File: src/rtl/udma_adc_ts_pkg.sv
// Shared types for the uDMA ADC timestamp capture block.
// The ts_evt_t fields are sized to the widest supported channel-id and timestamp widths.
package udma_adc_ts_pkg;

  localparam int DROP_CNT_WIDTH = 16;
  localparam int TS_DATA_MAX_W  = 28;
  localparam int TS_CHID_MAX_W  = 4;

  typedef struct packed {
    logic [TS_CHID_MAX_W-1:0] chid;
    logic [TS_DATA_MAX_W-1:0] data;
  } ts_evt_t;

  typedef enum logic {
    IDLE = 1'b0,
    HOLD = 1'b1
  } out_state_e;

endpackage

File: src/rtl/adc_ts_evt_fifo.sv
// Synchronous FIFO of stamped events; the read data is valid only while not empty.
// A push is refused whenever the FIFO is full, even if a pop happens in the same cycle.
module adc_ts_evt_fifo
  import udma_adc_ts_pkg::*;
#(
  parameter int DEPTH = 4
) (
  input  logic    clk,
  input  logic    rst,
  input  logic    push,
  input  ts_evt_t wr_data,
  input  logic    pop,
  output ts_evt_t rd_data,
  output logic    full,
  output logic    empty
);

  localparam int AW = $clog2(DEPTH);

  ts_evt_t      mem [DEPTH];
  logic [AW:0]  wr_ptr;
  logic [AW:0]  rd_ptr;

  assign empty   = (wr_ptr == rd_ptr);
  assign full    = (wr_ptr[AW] != rd_ptr[AW]) && (wr_ptr[AW-1:0] == rd_ptr[AW-1:0]);
  assign rd_data = mem[rd_ptr[AW-1:0]];

  always_ff @(posedge clk or posedge rst) begin
    if (rst) begin
      wr_ptr <= '0;
      rd_ptr <= '0;
      for (int i = 0; i < DEPTH; i++) mem[i] <= '0;
    end else begin
      if (push && !full) begin
        mem[wr_ptr[AW-1:0]] <= wr_data;
        wr_ptr              <= wr_ptr + (AW+1)'(1);
      end
      if (pop && !empty) rd_ptr <= rd_ptr + (AW+1)'(1);
    end
  end

endmodule

File: src/rtl/udma_adc_ts_capture.sv
// Stamps rising edges on NB_CH event lines and hands them out as a toggle-valid bundle.
// Optional dropped-event counter: define ADC_TS_DROP_CNT_EN.
module udma_adc_ts_capture
  import udma_adc_ts_pkg::*;
#(
  parameter int NB_CH         = 8,
  parameter int TS_DATA_WIDTH = 28,
  parameter int TS_CHID_WIDTH = 4,
  parameter int FIFO_DEPTH    = 4,
  parameter int MIN_HOLD_CYC  = 8,
  parameter int PRESC_WIDTH   = 8
) (
  input  logic                      ts_clk_i,
  input  logic                      rst_i,
  input  logic                      en_i,
  input  logic [NB_CH-1:0]          ch_mask_i,
  input  logic [PRESC_WIDTH-1:0]    presc_i,
  input  logic                      ts_clr_i,
  input  logic [NB_CH-1:0]          ch_evt_i,
  output logic                      ts_valid_o,
  output logic [TS_CHID_WIDTH-1:0]  ts_chid_o,
  output logic [TS_DATA_WIDTH-1:0]  ts_data_o,
  output logic                      fifo_full_o,
  output logic [DROP_CNT_WIDTH-1:0] drop_cnt_o
);

  localparam int HOLD_W = $clog2(MIN_HOLD_CYC);

  logic [PRESC_WIDTH-1:0]   presc_cnt;
  logic [TS_DATA_WIDTH-1:0] ts_cnt;
  logic [NB_CH-1:0]         evt_q;
  logic [NB_CH-1:0]         rise;
  logic [NB_CH-1:0]         pend;
  logic [NB_CH-1:0]         grant;
  logic [NB_CH-1:0]         sel;
  logic [TS_DATA_WIDTH-1:0] stamp [NB_CH];
  logic                     found;
  logic                     push;
  logic                     pop;
  logic                     full;
  logic                     empty;
  ts_evt_t                  wr_evt;
  ts_evt_t                  rd_evt;
  out_state_e               state;
  logic [HOLD_W-1:0]        hold_cnt;
  logic                     unused_rd_bits;

  // Counter stage: presc_cnt >= presc_i also recovers if presc_i is lowered mid-count.
  always_ff @(posedge ts_clk_i or posedge rst_i) begin
    if (rst_i) begin
      presc_cnt <= '0;
      ts_cnt    <= '0;
    end else if (ts_clr_i) begin
      presc_cnt <= '0;
      ts_cnt    <= '0;
    end else if (en_i) begin
      if (presc_cnt >= presc_i) begin
        presc_cnt <= '0;
        ts_cnt    <= ts_cnt + TS_DATA_WIDTH'(1);
      end else begin
        presc_cnt <= presc_cnt + PRESC_WIDTH'(1);
      end
    end
  end

  assign rise = ch_evt_i & ~evt_q & ch_mask_i & {NB_CH{en_i}};

  // Grant stage: lowest-index pending channel wins.
  always_comb begin
    found  = 1'b0;
    sel    = '0;
    wr_evt = '0;
    for (int i = 0; i < NB_CH; i++) begin
      if (pend[i] && !found) begin
        found       = 1'b1;
        sel[i]      = 1'b1;
        wr_evt.chid = TS_CHID_MAX_W'(i);
        wr_evt.data = TS_DATA_MAX_W'(stamp[i]);
      end
    end
  end

  assign push  = found && !full;
  assign grant = push ? sel : '0;

  // Pending stage: a rise on a granted channel re-arms it with a fresh stamp.
  always_ff @(posedge ts_clk_i or posedge rst_i) begin
    if (rst_i) begin
      evt_q <= '0;
      pend  <= '0;
      for (int i = 0; i < NB_CH; i++) stamp[i] <= '0;
    end else begin
      evt_q <= ch_evt_i;
      pend  <= (pend & ~grant) | rise;
      for (int i = 0; i < NB_CH; i++) begin
        if (rise[i] && !(pend[i] && !grant[i])) stamp[i] <= ts_cnt;
      end
    end
  end

  adc_ts_evt_fifo #(
    .DEPTH(FIFO_DEPTH)
  ) u_fifo (
    .clk    (ts_clk_i),
    .rst    (rst_i),
    .push   (push),
    .wr_data(wr_evt),
    .pop    (pop),
    .rd_data(rd_evt),
    .full   (full),
    .empty  (empty)
  );

  assign fifo_full_o    = full;
  assign pop            = (state == IDLE) && !empty;
  assign unused_rd_bits = ^rd_evt;

  // Output stage: the bundle only moves on a toggle and then holds for MIN_HOLD_CYC cycles.
  always_ff @(posedge ts_clk_i or posedge rst_i) begin
    if (rst_i) begin
      state      <= IDLE;
      hold_cnt   <= '0;
      ts_valid_o <= 1'b0;
      ts_chid_o  <= '0;
      ts_data_o  <= '0;
    end else begin
      case (state)
        IDLE: begin
          if (!empty) begin
            ts_valid_o <= ~ts_valid_o;
            ts_chid_o  <= rd_evt.chid[TS_CHID_WIDTH-1:0];
            ts_data_o  <= rd_evt.data[TS_DATA_WIDTH-1:0];
            hold_cnt   <= HOLD_W'(MIN_HOLD_CYC-1);
            state      <= HOLD;
          end
        end
        HOLD: begin
          hold_cnt <= hold_cnt - HOLD_W'(1);
          if (hold_cnt == HOLD_W'(1)) state <= IDLE;
        end
        default: state <= IDLE;
      endcase
    end
  end

`ifdef ADC_TS_DROP_CNT_EN
  logic [NB_CH-1:0]          drop;
  logic [DROP_CNT_WIDTH-1:0] drop_cnt;

  function automatic logic [DROP_CNT_WIDTH-1:0] popcount(input logic [NB_CH-1:0] v);
    logic [DROP_CNT_WIDTH-1:0] c;
    c = '0;
    for (int i = 0; i < NB_CH; i++) if (v[i]) c = c + DROP_CNT_WIDTH'(1);
    return c;
  endfunction

  function automatic logic [DROP_CNT_WIDTH-1:0] sat_add(input logic [DROP_CNT_WIDTH-1:0] a,
                                                        input logic [DROP_CNT_WIDTH-1:0] b);
    logic [DROP_CNT_WIDTH:0] sum;
    sum = {1'b0, a} + {1'b0, b};
    return sum[DROP_CNT_WIDTH] ? '1 : sum[DROP_CNT_WIDTH-1:0];
  endfunction

  assign drop = rise & pend & ~grant;

  always_ff @(posedge ts_clk_i or posedge rst_i) begin
    if (rst_i)         drop_cnt <= '0;
    else if (ts_clr_i) drop_cnt <= '0;
    else               drop_cnt <= sat_add(drop_cnt, popcount(drop));
  end

  assign drop_cnt_o = drop_cnt;
`else
  assign drop_cnt_o = '0;
`endif

endmodule

File: config.mk
export PLATFORM = sky130hd
export DESIGN_NAME = udma_adc_ts_capture
export DESIGN_NICKNAME = d
export VERILOG_FILES = /design/src/rtl/udma_adc_ts_pkg.sv /design/src/rtl/adc_ts_evt_fifo.sv /design/src/rtl/udma_adc_ts_capture.sv
export SDC_FILE = /design/constraint.sdc
export NUM_CORES = 1
export LEC_CHECK = 0
export ABC_CLOCK_PERIOD_IN_PS = 21800
export BUFFER_PORTS_ARGS = -buffer_cell sky130_fd_sc_hd__buf_4
export CAP_MARGIN = 5
export CELL_PAD_IN_SITES_DETAIL_PLACEMENT = 0
export CELL_PAD_IN_SITES_GLOBAL_PLACEMENT = 1
export CORE_MARGIN = 3
export CORE_UTILIZATION = 51
export CTS_BUF_LIST = sky130_fd_sc_hd__clkbuf_4 sky130_fd_sc_hd__clkbuf_8 sky130_fd_sc_hd__clkbuf_16
export CTS_CLUSTER_SIZE = 10
export DETAILED_ROUTE_END_ITERATION = 7
export PLACE_DENSITY_LB_ADDON = 0.12
export SLEW_MARGIN = 10
export SYNTH_ARGS = -nofsm -noshare
export SYNTH_HDL_FRONTEND = slang
export SYNTH_SLANG_ARGS = --single-unit
File: constraint.sdc
create_clock -name ts_clk_i -period 21.8 [get_ports ts_clk_i]
set_input_delay 4.36 -clock ts_clk_i [delete_from_list [all_inputs] [get_ports ts_clk_i]]
set_output_delay 4.36 -clock ts_clk_i [all_outputs]
set_load 0.02 [all_outputs]
# --- After elaboration in Yosys (flattened, before gate mapping) ---
# Cells that the tools add are included.
word_totals:
  elab_cells: 152
  out_inout_bits: 50
  regBits: 447
classes:
  n_mux: 41
  add_sub_neg: 5
  n_bitwise: 12
  reduce_logical: 58
  n_lt_le_gt_ge: 4
  eq_ne: 5
ops:
  columns: ["operator", "count"]
  rows:
  - ["$mux 32", 10]
  - ["$bwmux 128", 1]
  - ["$mux 28", 4]
  - ["$bmux 32 s2", 1]
  - ["$demux 32 s2", 1]
  - ["$and 8x8->8", 4]
  - ["$mux 8", 4]
  - ["$logic_and 1x1->1", 29]
  - ["$add 28x1->28 const B", 1]
  - ["$logic_not 1->1", 25]
  - ["$mux 1", 17]
  - ["$not 8->8", 2]
  - ["$add 8x1->8 const B", 1]
  - ["$ge 8x8->1", 1]
  - ["$or 8x8->8", 1]
  - ["$add 3x1->3 const B", 2]
  - ["$ge 3x3->1 const B", 2]
  - ["$not 2->3", 2]
  - ["$pmux 3 s2", 1]
  - ["$reduce_and 2->1", 2]
  - ["$reduce_bool 2->1", 2]
  - ["$eq 3x1->1 const B", 1]
  - ["$eq 3x3->1", 1]
  - ["$lt 3x1->1 const B", 1]
  - ["other kinds (7)", 9]

# --- Logic depth before layout (Yosys ltp) ---
# Gate-level depths: netlist of run 1.
depth:
  word_depth: 28
  ltp_mapped: 9
  depth_no_buf: 7

# --- By module ---
# A second synthesis of run 1 with hierarchy kept.
hier_totals:
  hier_cells: 1658
  hier_area_um2: 21246.6
modules_own_cells:
  columns: ["module", "cells_each", "seq_area_each_um2", "n_inst", "area_per_inst_um2"]
  rows:
  - ["udma_adc_ts_capture", 1302, 7832.5, 1, 14714.1]
  - ["adc_ts_evt_fifo", 356, 3353.2, 1, 6532.5]

# --- Worst setup path before layout of run 1 ---
# No wires, ideal clock.
synth_path:
  path_type: "input -> register"
  from: "input presc_i[0]"
  to: "register ts_cnt[6]"
  path_buffers: 1
  t_arrival_ns: 6.176
  path_stages: 7
  setup_slack_ns: 15.499
  setup_time_ns: 0.125
  cell_sequence: "ha_1 > nand2b_1 > a2111oi_1 > o32a_1 > clkbuf_1 > nor3_1 > mux2_2"
synth_via:
  elab_chain_len: 3
synth_lines:
  columns: ["item", "line", "text"]
  rows:
  - ["from (decl)", "udma_adc_ts_capture.sv:17", "input logic [PRESC_WIDTH-1:0] presc_i,"]
  - ["$ge 8x8->1", "udma_adc_ts_capture.sv:57", "if (presc_cnt >= presc_i) begin"]
  - ["$reduce_bool 2->1 (no source line)", null, null]
  - ["$reduce_and 2->1 (no source line)", null, null]
  - ["to (signal assigned)", "udma_adc_ts_capture.sv:59", "ts_cnt <= ts_cnt + TS_DATA_WIDTH'(1);"]
  - ["to (decl)", "udma_adc_ts_capture.sv:30", "logic [TS_DATA_WIDTH-1:0] ts_cnt;"]
# No other way between the ends.
# A chain may end at the register's enable or synchronous reset.

# --- Final worst setup path of run 1 ---
layout_path:
  from: "register u_fifo.rd_ptr[0]"
  to: "output fifo_full_o"
layout_via:
  elab_chain_len: 2
layout_lines:
  columns: ["item", "line", "text"]
  rows:
  - ["from (decl)", "adc_ts_evt_fifo.sv:22", "logic [AW:0] rd_ptr;"]
  - ["from (signal assigned)", "adc_ts_evt_fifo.sv:38", "if (pop && !empty) rd_ptr <= rd_ptr + (AW+1)'(1);"]
  - ["$eq 2x2->1", "adc_ts_evt_fifo.sv:25", "assign full = (wr_ptr[AW] != rd_ptr[AW]) && (wr_ptr[AW-1:0] == rd_ptr[AW-1:0]);"]
  - ["$logic_and 1x1->1", "adc_ts_evt_fifo.sv:25", null]
  - ["to (decl)", "udma_adc_ts_capture.sv:23", "output logic fifo_full_o,"]
# No other way between the ends.

==> impl_metrics.tcl, run 1 <==
set metrics [dict create \
    status "complete, no violations" \
    routedWlPerCell_um 21.5 \
    gr-usage-all-layers_pct 22.6 \
    clockRootBuffer "clkbuf_16" \
    fin_cells 2165 \
    area_delta_synth_final_pct 10.5 \
    maxCapViolations 0 \
    post_cts_buffers 0 \
    cts_max_level 2 \
    yosysSeqAreaShare_pct 54.7 \
    dp.cells 2095 \
    grt_max_degree 177 \
    start_util_pct 52.0 \
    dieArea_um2 42100 \
    drive_above_1_share_pct 33.0 \
    fill_cells 3250 \
    die_h_um 205 \
    die_x_um 205 \
    synth_cell_types 59 \
    criticalPathCategory "flip-flop to output pin" \
    rsz0062_at_grt "false" \
    cts_max_path_buffers 3 \
    rows 72 \
    cts_tree "built" \
    final_max_slew_viol_count 0 \
    crit_arrival_ps 2510 \
    power_density_nw_per_um2 93.8 \
    drc 0 \
    hp-class "flip-flop to flip-flop" \
    cp_cell_sequence "buf_4 > xnor2_1 > and3b_1 > buf_4" \
    syn_area_per_cell_um2 12.4 \
    ir_drop_v 0.0000674 \
    diodes 0 \
    crit_top_cell "buf_4" \
    setup_violations 0 \
    vias 12800 \
    finalCritPeriodShare_pct 31.5 \
    nets 1675 \
    hold_violations 0 \
    worstHoldStart "ts_valid_o" \
    ctsResizeCount 0 \
    coreArea_um2 38900 \
    final_cell_mix "dfrtp_1, mux2_2, nand2_1, o21ai_0, buf_4" \
    insertion_delay_ps 580 \
    tns_ps 0 \
    crit_path_start "u_fifo.rd_ptr[0]" \
    grt_overflow 0 \
    ys_seq_elements 442 \
    worstMarginPinSlew_ps 1010 \
    worstPathRequired_ps 17440 \
    place.gp.congestion 0.762 \
    grt_pass1_vias 12900 \
    setup_ws_ps 14930 \
    ctsHoldBuffers 0 \
    via_per_inst 5.89 \
    hpwlAfterDp_mm 27.0 \
    preCtsSetupSlack_ps 14720 \
    first_iter_violations 808 \
    port_buffers 60 \
    cts_sinks 442 \
    slew_headroom_pct 32.4 \
    cp_slowest_cell "and3b_1" \
    finClkSkew_ps 15.1 \
    synthCells 1628 \
    grt_pass1_wl_mm 74.7 \
    crit_fanout 34 \
    max_freq_ghz 0.146 \
    hold_ws_ps 469 \
    ys_async_sr_fraction_pct 100 \
    worst_setup_path_start_kind "flip-flop" \
    synth_enable_flop_cells 0 \
    p_leak_uw 0.0105 \
    routed_wl_mm 46.6 \
    netlist_area_um2 20200 \
    layout_commonest_cell "dfrtp_1" \
    ioPinCount 78 \
    antenna_found_initial 0 \
    synth_warnings 0 \
    max_stage_delay_ps 520 \
    cts.clk_slew.worst_paths_ps 50 \
    ant_nets 0 \
    ys.flop_type "dfrtp_1" \
    drt_pre_antenna_iters 5 \
    crit_path_end_kind "output pin" \
    timing.rr.start "u_fifo.rd_ptr[0]" \
    finalCriticalPeriod_ps 6870 \
    cts-buffers-inserted 51 \
]
layout make-up:
cell class	count	area, um2	area share [%]
Sequential cell	442	11100	49.5
Multi-Input combinational cell	1012	8400	37.6
Timing Repair Buffer	88	673	3.01
Clock buffer	65	1390	6.23
Inverter	35	139	0.621
Clock inverter	5	36.3	0.162
Tap cell	518	648	2.90
routing by layer:
metal	part of all wire [%]	GRT usage (%)
met1	47	32.9
met2	46	35.7
met5	0	0
met4	2.2	5.81
met3	4.3	3.81
report_power, final:
part | switching [uW] | leakage [uW] | internal, uW | total, uW
clock network | 314 | 0.000719 | 442 | 756
registers | 42.8 | 0.00597 | 900 | 943
logic | 237 | 0.00379 | 162 | 399
total | 594 | 0.0105 | 1500 | 2100
logic make-up after synthesis:
group                      count (synthesis)  synth area share [%]
AOI/OAI and AO/OA                        282                  8.78
xor gates and xnor gates                  13                 0.563
adders and majority gates                 17                  1.05
buffers and inverters                    190                  4.37
DFF                                      442                  54.7
muxes                                    373                  22.8
other                                      1                0.0185
and+or+nand+nor                          310                  7.72
synth_stat cells (all sizes together) (5+ instances only):
cell    number  area share [%]
a21oi       49             1.2
a221o       18            0.89
a22o         7            0.30
a22oi       15            0.56
a32oi       18            0.78
buf         70             2.1
clkbuf      85             1.6
dfrtp      442              55
ha          17             1.1
inv         35            0.65
mux2       337              19
mux2i        5            0.25
mux4        31             3.5
nand2      130             2.4
nand2b      23            0.71
nand3       35            0.87
nand4       13            0.40
nand4b       8            0.35
nor2        32            0.63
nor2b       12            0.37
nor3         9            0.22
nor4         5            0.23
o211ai      19            0.71
o21ai      125             3.1
o31ai        7            0.26
or2          5            0.15
or3         14            0.43
or4         11            0.41
xnor2        9            0.39
state kept, by name, summed over array words and instances (netlist names):
| signal | count |
|---|---|
| presc_cnt | 8 |
| hold_cnt | 3 |
| evt_q | 8 |
| u_fifo.mem | 124 |
| pend | 8 |
| ts_chid_o | 3 |
| u_fifo.rd_ptr | 3 |
| stamp | 224 |
| ts_valid_o | 1 |
| state | 1 |
| ts_cnt | 28 |
| ts_data_o | 28 |
| u_fifo.wr_ptr | 3 |
per-stage QoR:
stage | power, uW | utilization [%] | cell area, um2
4_1_cts | 2120 | 57.4 | 22400
5_1_grt | 2200 | 57.4 | 22400
3_3_place_gp | 1350 | 53.8 | 20900
3_5_place_dp | 1360 | 53.8 | 20900
6_report | 2100 | 57.4 | 22400
2_1_floorplan | 1230 | - | 20300
path summary, 6_finish.rpt:
kind / cells past startpoint / endpoint / slack [ps]
worst max-delay path: 4 / fifo_full_o / 14930
worst min-delay path: 1 / ts_valid_o / 470
worst max register to register: 7 / stamp[48] / 18620
worst min register to register: 1 / ts_valid_o / 470
max in group asynchronous: 4 / stamp[29] / 15480
min in group asynchronous: 2 / u_fifo.mem[58] / 3910
critical path, delay by kind of cell, from the launching register on:
kind / cells / cell delay, ps
xor+xnor: 1 / 280
buf+inv: 2 / 740
simple gates: 1 / 520
flops: 1 / 340
Power figures use the tool's default switching activity.
==> run 2: changes to the inputs <==
--- a/config.mk
+++ b/config.mk
@@ -5,13 +5,13 @@
 export SDC_FILE = /design/constraint.sdc
 export NUM_CORES = 1
 export LEC_CHECK = 0
-export ABC_CLOCK_PERIOD_IN_PS = 21800
+export ABC_CLOCK_PERIOD_IN_PS = 5600
 export BUFFER_PORTS_ARGS = -buffer_cell sky130_fd_sc_hd__buf_4
 export CAP_MARGIN = 5
 export CELL_PAD_IN_SITES_DETAIL_PLACEMENT = 0
 export CELL_PAD_IN_SITES_GLOBAL_PLACEMENT = 1
 export CORE_MARGIN = 3
-export CORE_UTILIZATION = 51
+export CORE_UTILIZATION = 46
 export CTS_BUF_LIST = sky130_fd_sc_hd__clkbuf_4 sky130_fd_sc_hd__clkbuf_8 sky130_fd_sc_hd__clkbuf_16
 export CTS_CLUSTER_SIZE = 10
 export DETAILED_ROUTE_END_ITERATION = 7
==> constraint.sdc (replaced) <==
create_clock -name ts_clk_i -period 5.6 [get_ports ts_clk_i]
set_input_delay 1.12 -clock ts_clk_i [delete_from_list [all_inputs] [get_ports ts_clk_i]]
set_output_delay 1.12 -clock ts_clk_i [all_outputs]
set_load 0.02 [all_outputs]
==> run 2 against run 1 <==
Compared with the run above:
- power grew to 4.0 times the previous value
- core utilization fell by 5.3 points
- non-clock buffer count up 1
- worst hold slack got worse by 4.8 ps
- first-iteration DRC count is 0.12% lower
- via count shrank 0.63%
- largest cell class unchanged
==> impl_metrics.tcl, run 2 (synthesized netlist as in run 1, its figures left out) <==
set metrics [dict create \
    crit_path_start "pend[0]" \
    grt_pass1_vias 13000 \
    power_density_nw_per_um2 371 \
    seqCellArea_um2 11100 \
    ir_drop_v 0.000233 \
    cp_top_family "simple AND/OR/NAND/NOR gates" \
    slew_headroom_pct 20.1 \
    routedWlPerCell_um 21.2 \
    die_h_um 216 \
    grt_pass1_wl_mm 76.2 \
    routed_wl_mm 47.4 \
    finClkSkew_ps 17.0 \
    criticalPathCategory "flip-flop to flip-flop" \
    first_iter_violations 807 \
    via_per_inst 5.67 \
    insertion_delay_ps 580 \
    path_depth 6 \
    worstMarginPinSlew_ps 1190 \
    rows 76 \
    worst_setup_path_start_kind "flip-flop" \
    die_x_um 216 \
    r2r_cells 6 \
    crit_fanout 29 \
    status "complete, no violations" \
    layout_commonest_cell "dfrtp_1" \
    drt_pre_antenna_iters 7 \
    swShare_pct 28.5 \
    reg2reg_to "stamp[25]" \
    crit_arrival_ps 4030 \
    antenna_found_initial 0 \
    hpwlAfterDp_mm 28.6 \
    max_freq_ghz 0.279 \
    cts_max_level 2 \
    largestRegisters "stamp: 224 flops, u_fifo.mem: 124 flops" \
    final_max_slew_viol_count 0 \
    cp.buffers_inverters 1 \
    p_leak_uw 0.0105 \
    cp_cell_sequence "nor4_4 > buf_4 > nand2b_1 > o41a_1 > nor2_4 > mux2_2" \
    dieArea_um2 46500 \
    ctsHoldBuffers 0 \
    post_cts_buffers 0 \
    hold_ws_ps 464 \
    nets 1677 \
    final_cell_mix "dfrtp_1, mux2_2, nand2_1, o21ai_0, buf_4" \
    multiInputGateArea_um2 8400 \
    coreArea_um2 43300 \
    diodes 0 \
    drive_above_1_share_pct 33.2 \
    pwr-share-comb_pct 18.9 \
    grt_overflow 0 \
    crit_path_end_kind "flip-flop" \
    pwr-share-seq_pct 44.2 \
    worstHoldStart "ts_valid_o" \
    cts_max_path_buffers 3 \
    clock_power_share_pct 36.9 \
    port_buffers 60 \
    crit_end "stamp[25]" \
    gr-usage-all-layers_pct 20.7 \
    maxCapViolations 0 \
    finalCritPeriodShare_pct 63.9 \
    largest_reg_flops 224 \
    r2r_setup_slack_ps 2020 \
    area_delta_synth_final_pct 11.6 \
    hold_violations 0 \
    cts-buffers-inserted 52 \
    max_stage_delay_ps 790 \
    grt_max_degree 161 \
    drc 0 \
    cp_slowest_cell "nor2_4" \
    regMostFlops "stamp" \
    rsz0062_at_grt "false" \
    ioPinCount 78 \
    p_int_uw 5990 \
    cts_sinks 442 \
    fill_cells 3768 \
    ctsResizeCount 0 \
    clockRootBuffer "clkbuf_16" \
    start_util_pct 46.8 \
    cts.clk_slew.worst_paths_ps 50 \
    worstPathRequired_ps 6050 \
    cts_tree "built" \
    setup_violations 0 \
    vias 12700 \
    timing.rr.start "pend[0]" \
    finalCriticalPeriod_ps 3580 \
    ant_nets 0 \
    hp-class "flip-flop to flip-flop" \
    utilization_pct 52.2 \
    place.gp.congestion 0.743 \
    p_sw_uw 2380 \
]
run 2: cell count changes in the layout (fill, tap and decap cells not counted), sizes merged:
cell      change
clkbuf        +7
inv           -2
buf           +1
clkinv        -1
clkinvlp      +1
run 2: routing by layer:
layer,vias to the layer above,global-route usage [%],part of all wire (%)
met5,-,0,0
met4,0,5.09,1.8
met3,64,3.94,4.3
met2,212,33.3,47
met1,6584,29.4,47
li1,5821,-,-
run 2: final cells by class:
cell class	instances	share of cell area, %
Sequential cell	442	49.0
Tap cell	585	3.24
Multi-Input combinational cell	1012	37.2
Clock buffer	72	6.67
Clock inverter	3	0.116
Inverter	35	0.599
Timing Repair Buffer	89	3.13
run 2: how the worst min path moves through the flow:
stage,end,cells after the start
finish,ts_valid_o,1
global route,u_fifo.mem[123],2
CTS,ts_valid_o,1
detailed placement,ts_valid_o,1
global placement,ts_valid_o,1
floorplan,u_fifo.mem[59],2
run 2: stage by stage:
stage	power [uW]	worst slack (ps)	TNS, ps	instances	cell area [um2]
2_1_floorplan	4800	-1490	-660010	1644	20300
3_3_place_gp	5300	1770	0	2163	21000
3_5_place_dp	5350	1750	0	2163	21000
4_1_cts	8480	1990	0	2238	22600
5_1_grt	8800	1760	0	2238	22600
6_report	8370	2020	0	2238	22600
run 2: power groups by stage:
stage / Combinational, uW / Sequential, uW / Clock, uW
finish: 1580 / 3700 / 3090
global route: 1720 / 3740 / 3340
global placement: 1560 / 3740 / 0
floorplan: 1110 / 3700 / 0
detailed placement: 1590 / 3750 / 0
CTS: 1600 / 3700 / 3190
